File: src/rtl/tqvp_wdt_escalator.sv
// Watchdog escalation stage: grace period after a watchdog timeout, then a stretched reset request.
// Optional build macro WDT_ESC_IRQ_EN drives user_interrupt high while in GRACE.
//
// state    | meaning
// IDLE     | waiting for a watchdog rising edge while armed
// GRACE    | software may still acknowledge; grace_cnt runs down
// PULSE    | sys_reset_req asserted for max(PULSE,1) cycles, cannot be aborted
// HOLDOFF  | minimum dwell after a pulse, then wait for the timeout to clear
module tqvp_wdt_escalator #(
    parameter int GRACE_W = 16,
    parameter int HOLDOFF = 16
) (
    input  logic        clk,
    input  logic        rst_n,
    input  logic        wdt_timeout,
    input  logic [7:0]  ui_in,
    input  logic [5:0]  address,
    input  logic [31:0] data_in,
    input  logic [1:0]  data_write_n,
    input  logic [1:0]  data_read_n,
    output logic [31:0] data_out,
    output logic        data_ready,
    output logic [7:0]  uo_out,
    output logic        sys_reset_req,
    output logic        user_interrupt
);

    localparam int HOLD_W = (HOLDOFF < 1) ? 1 : $clog2(HOLDOFF + 1);
    localparam logic [HOLD_W-1:0] HOLD_LOAD = HOLD_W'((HOLDOFF < 1) ? 1 : HOLDOFF);

    typedef enum logic [1:0] {
        S_IDLE    = 2'd0,
        S_GRACE   = 2'd1,
        S_PULSE   = 2'd2,
        S_HOLDOFF = 2'd3
    } state_t;

    state_t              state;
    logic                arm;
    logic [GRACE_W-1:0]  grace_reg;
    logic [7:0]          pulse_reg;
    logic                wdt_prev;
    logic [GRACE_W-1:0]  grace_cnt;
    logic [7:0]          pulse_cnt;
    logic [HOLD_W-1:0]   hold_cnt;
    logic                in_grace;
    logic                sticky_fired;
    logic [7:0]          fire_count;
    logic [31:0]         rd_data;

    logic wr_en, rd_en, wr_ctrl, ack_ok, disarm, clr, trigger;
    logic [7:0] pulse_load, fire_next;

    assign wr_en      = (data_write_n != 2'b11);
    assign rd_en      = (data_read_n != 2'b11);
    assign wr_ctrl    = wr_en && (address == 6'd0);
    assign ack_ok     = wr_en && (address == 6'd4) && (data_in[7:0] == 8'h5A);
    assign disarm     = wr_ctrl && !data_in[0];
    assign clr        = wr_ctrl && data_in[1];
    assign trigger    = wdt_timeout && !wdt_prev;
    assign pulse_load = (pulse_reg == 8'd0) ? 8'd1 : pulse_reg;
    assign fire_next  = (fire_count == 8'hFF) ? fire_count : fire_count + 8'd1;

    logic unused_inputs;
    assign unused_inputs = ^{ui_in, data_in};

    always_ff @(posedge clk or negedge rst_n) begin
        if (!rst_n) begin
            arm       <= 1'b0;
            grace_reg <= '0;
            pulse_reg <= 8'd0;
            wdt_prev  <= 1'b0;
        end else begin
            wdt_prev <= wdt_timeout;
            if (wr_ctrl) arm <= data_in[0];
            if (wr_en && address == 6'd1) grace_reg <= data_in[GRACE_W-1:0];
            if (wr_en && address == 6'd2) pulse_reg <= data_in[7:0];
        end
    end

    // Entering PULSE updates sticky/count after the clear so the increment wins.
    always_ff @(posedge clk or negedge rst_n) begin
        if (!rst_n) begin
            state         <= S_IDLE;
            grace_cnt     <= '0;
            pulse_cnt     <= 8'd0;
            hold_cnt      <= '0;
            sys_reset_req <= 1'b0;
            in_grace      <= 1'b0;
            sticky_fired  <= 1'b0;
            fire_count    <= 8'd0;
        end else begin
            if (clr) begin
                sticky_fired <= 1'b0;
                fire_count   <= 8'd0;
            end
            case (state)
                S_IDLE: begin
                    if (trigger && arm) begin
                        if (grace_reg != '0) begin
                            state     <= S_GRACE;
                            grace_cnt <= grace_reg;
                            in_grace  <= 1'b1;
                        end else begin
                            state         <= S_PULSE;
                            pulse_cnt     <= pulse_load;
                            sys_reset_req <= 1'b1;
                            sticky_fired  <= 1'b1;
                            fire_count    <= fire_next;
                        end
                    end
                end
                S_GRACE: begin
                    if (ack_ok || disarm) begin
                        state     <= S_IDLE;
                        grace_cnt <= '0;
                        in_grace  <= 1'b0;
                    end else if (grace_cnt == GRACE_W'(1)) begin
                        state         <= S_PULSE;
                        grace_cnt     <= '0;
                        in_grace      <= 1'b0;
                        pulse_cnt     <= pulse_load;
                        sys_reset_req <= 1'b1;
                        sticky_fired  <= 1'b1;
                        fire_count    <= fire_next;
                    end else begin
                        grace_cnt <= grace_cnt - GRACE_W'(1);
                    end
                end
                S_PULSE: begin
                    if (pulse_cnt == 8'd1) begin
                        state         <= S_HOLDOFF;
                        pulse_cnt     <= 8'd0;
                        sys_reset_req <= 1'b0;
                        hold_cnt      <= HOLD_LOAD;
                    end else begin
                        pulse_cnt <= pulse_cnt - 8'd1;
                    end
                end
                S_HOLDOFF: begin
                    if (hold_cnt > HOLD_W'(1)) begin
                        hold_cnt <= hold_cnt - HOLD_W'(1);
                    end else if (!wdt_timeout) begin
                        state    <= S_IDLE;
                        hold_cnt <= '0;
                    end
                end
                default: state <= S_IDLE;
            endcase
        end
    end

    always_comb begin
        rd_data = 32'd0;
        case (address)
            6'd0: rd_data = {31'd0, arm};
            6'd1: rd_data = 32'(grace_reg);
            6'd2: rd_data = {24'd0, pulse_reg};
            6'd3: rd_data = {16'd0, fire_count, 4'd0, wdt_timeout, sticky_fired, state};
            default: rd_data = 32'd0;
        endcase
    end

    always_ff @(posedge clk or negedge rst_n) begin
        if (!rst_n) begin
            data_ready <= 1'b0;
            data_out   <= 32'd0;
        end else begin
            data_ready <= rd_en;
            data_out   <= rd_en ? rd_data : 32'd0;
        end
    end

    assign uo_out = {6'd0, in_grace, sys_reset_req};

`ifdef WDT_ESC_IRQ_EN
    assign user_interrupt = in_grace;
`else
    assign user_interrupt = 1'b0;
`endif

endmodule
File: config.mk
export PLATFORM = sky130hd
export DESIGN_NAME = tqvp_wdt_escalator
export DESIGN_NICKNAME = d
export VERILOG_FILES = /design/src/rtl/tqvp_wdt_escalator.sv
export SDC_FILE = /design/constraint.sdc
export NUM_CORES = 1
export LEC_CHECK = 0
export CAP_MARGIN = 5
export CORE_MARGIN = 5
export CORE_UTILIZATION = 51
export DETAILED_ROUTE_END_ITERATION = 10
export PLACE_DENSITY = 0.9
export SETUP_SLACK_MARGIN = 0.1
export SYNTH_ARGS = -nofsm -noshare
export SYNTH_HDL_FRONTEND = slang
export SYNTH_SLANG_ARGS = --single-unit
File: constraint.sdc
create_clock -name clk -period 3.1 [get_ports clk]
set_clock_uncertainty 0.15 [all_clocks]
set_input_delay 0.62 -clock clk [delete_from_list [all_inputs] [get_ports clk]]
set_output_delay 0.62 -clock clk [all_outputs]
set_load 0.02 [all_outputs]
==> impl_metrics.tcl <==
set metrics [dict create \
    clock_path_buffers 2 \
    drv_cap 0 \
    synth_top_family_by_area "simple AND/OR/NAND/NOR gates" \
    grt-ovfl-total 0 \
    ys_types 63 \
    synth_seq_cells 85 \
    grt_setup_unrepaired "false" \
    coreArea_um2 8590 \
    avgSynthCellArea_um2 10.2 \
    hold_path_class "primary input to async pin" \
    die_y_um 103 \
    synth_ff_type "dfrtp_1" \
    synth_edf_count 0 \
    drt_iter0_markers 470 \
    critical_path_class "register to register" \
    cts_resized 0 \
    synth_fa_ha_area_share_pct 1.98 \
    grt_pass1_wl_um 18100 \
    maxSlewHeadroom_pct 29.4 \
    fin_area_um2 5190 \
    cp.required_ns 3.20 \
    finalCriticalPeriod_ns 2.88 \
    grt_pass1_vias 3664 \
    wl_per_cell_um 18.4 \
    rrSetupSlack_ns 0.22 \
    start_util_pct 51.5 \
    leakage_nw 2.25 \
    finalSetupTns_ns 0 \
    endpoint_kind "register" \
    wirelength_um 11100 \
    cp.arrival_ns 2.98 \
    r2r_start "grace_cnt[12]" \
    rows 34 \
    placed_cell_area_um2 4960 \
    root_buffer "clkbuf_8" \
    period_share_pct 93.1 \
    die_w_um 103 \
    syn_area_um2 4430 \
    gp_congestion 0.872 \
    worst_pin_slew_ns 1.06 \
    synthSimpleGateAreaFrac_pct 17.8 \
    num_vias 3630 \
    die-area_um2 10600 \
    final-max-slew-violation-count 0 \
    drt_first_pass_iters 6 \
    postCtsSetupRepairBufs 0 \
    hold_viol 0 \
    synthXorXnorAreaFrac_pct 2.57 \
    startpoint "grace_cnt[12]" \
    ctsHoldBuffers 0 \
    outcome "finished clean" \
    max_clock_freq_mhz 347 \
    cts_tree "done" \
    final_common_cell "dfrtp_1" \
    drive_gt1_share_pct 14.6 \
    numClockSinks 85 \
    synth.area.mux_share_pct 9.69 \
    ant_nets 0 \
    synth_cells 434 \
    setup_viol 0 \
    powerDensity_nw_per_um2 749 \
    h-tree-depth 3 \
    worst-path-max-fanout 11 \
    irDropWorstVdd_uv 291 \
    dpl.hpwl_um 7700 \
    ioPinCount 96 \
    startpoint_type "register" \
    synth_compound_area_share_pct 13.5 \
    grt_max_degree 86 \
    ys_warn_count 0 \
    layout_common_cells "dfrtp_1 (85), clkdlybuf4s50_1 (47), nor2_1 (40)" \
    route.detailed.drc 0 \
    clk_latency_ns 0.36 \
    clkTransAtPathRegs_ns 0.09 \
    ys_async_sr_fraction_pct 100 \
    num_antenna_cells 0 \
    antenna_found_initial 0 \
    cts_buffers 9 \
    area_growth_pct 17.2 \
    fin_nets 549 \
    routed_via_density 6.03 \
    port_buffers 48 \
    nFillCells 648 \
    grt_usage_pct 22.0 \
    yosysSeqAreaShare_pct 48.0 \
]
## stage by stage
stage,utilization (%),power [mW],instances,hold WS (ns),setup WS [ns]
after floorplan,-,2.56,456,0.174,0.631
after global placement,57.7,2.86,586,0.308,0.206
after detailed placement,57.7,2.95,586,0.322,0.141
after CTS,60.4,3.86,602,0.340,0.294
after global routing,60.4,4.12,602,0.373,0.110
final,60.4,3.89,602,0.272,0.215
## area by class of cell
cell class	count	area [µm²]	area share (%)
clock buffers	11	141	2.73
clock inverters	5	82.6	1.59
inverters	9	33.8	0.651
multi-input cells	324	2100	40.5
flip-flops and latches	85	2130	41.0
well taps	108	135	2.61
repair buffers	60	568	11.0
## metal layers
| layer | GRT usage, % | wire [µm] |
|---|---|---|
| met4 | 11.9 | 425 |
| met3 | 4.40 | 799 |
| met5 | 0 | 0 |
| met1 | 27.7 | 4360 |
| met2 | 35.7 | 5520 |
## report_power, final
group	switching, mW	internal [mW]
clock network	0.410	0.480
registers	0.293	1.34
logic	0.794	0.568
## synthesized netlist by cell type, drive strengths merged (3+ instances only)
| cell type | count | share of area [%] |
|---|---|---|
| dfrtp | 85 | 48 |
| nor2 | 40 | 3.4 |
| nand2 | 39 | 3.3 |
| o21ai | 37 | 4.3 |
| buf | 30 | 5.0 |
| mux2 | 29 | 7.4 |
| a21oi | 15 | 1.7 |
| nor4 | 13 | 2.1 |
| nor3 | 11 | 1.2 |
| nand3 | 10 | 1.1 |
| inv | 9 | 0.76 |
| a22oi | 8 | 1.4 |
| clkbuf | 8 | 0.68 |
| mux2i | 8 | 1.8 |
| ha | 7 | 2.0 |
| xnor2 | 7 | 1.4 |
| xor2 | 6 | 1.2 |
| a211oi | 5 | 0.96 |
| or4 | 5 | 1.0 |
| and2 | 4 | 0.62 |
| and3 | 4 | 0.57 |
| nand2b | 4 | 0.57 |
| or2 | 4 | 0.62 |
| a221o | 3 | 0.68 |
| nand3b | 3 | 0.51 |
| nand4 | 3 | 0.42 |
| nor2b | 3 | 0.42 |
| o211ai | 3 | 0.51 |
| o31ai | 3 | 0.51 |
## final timing paths
path / cells past startpoint / end
max: 6 / fire_count[7]
min: 1 / hold_cnt[2]
max reg2reg: 6 / fire_count[7]
min reg2reg: 1 / sticky_fired
max in group asynchronous: 1 / grace_cnt[8]
min in group clk: 1 / sticky_fired
## kinds of logic after synthesis
family | count (synthesis)
adder cells (fa/ha/maj) | 7
other | 1
buffers and inverters | 47
flip-flops | 85
multiplexers | 38
XOR/XNOR | 13
AND/OR/NAND/NOR | 152
AO/OA/AOI/OAI | 91
## critical path: stages, from the launching register on
cell	delay, ns
dfrtp_1	0.43
nor4_1	0.51
nand2_1	0.19
or4_4	0.57
o21ai_2	0.51
a21oi_1	0.13
a211oi_1	0.29
Power figures use the tool's default switching activity.
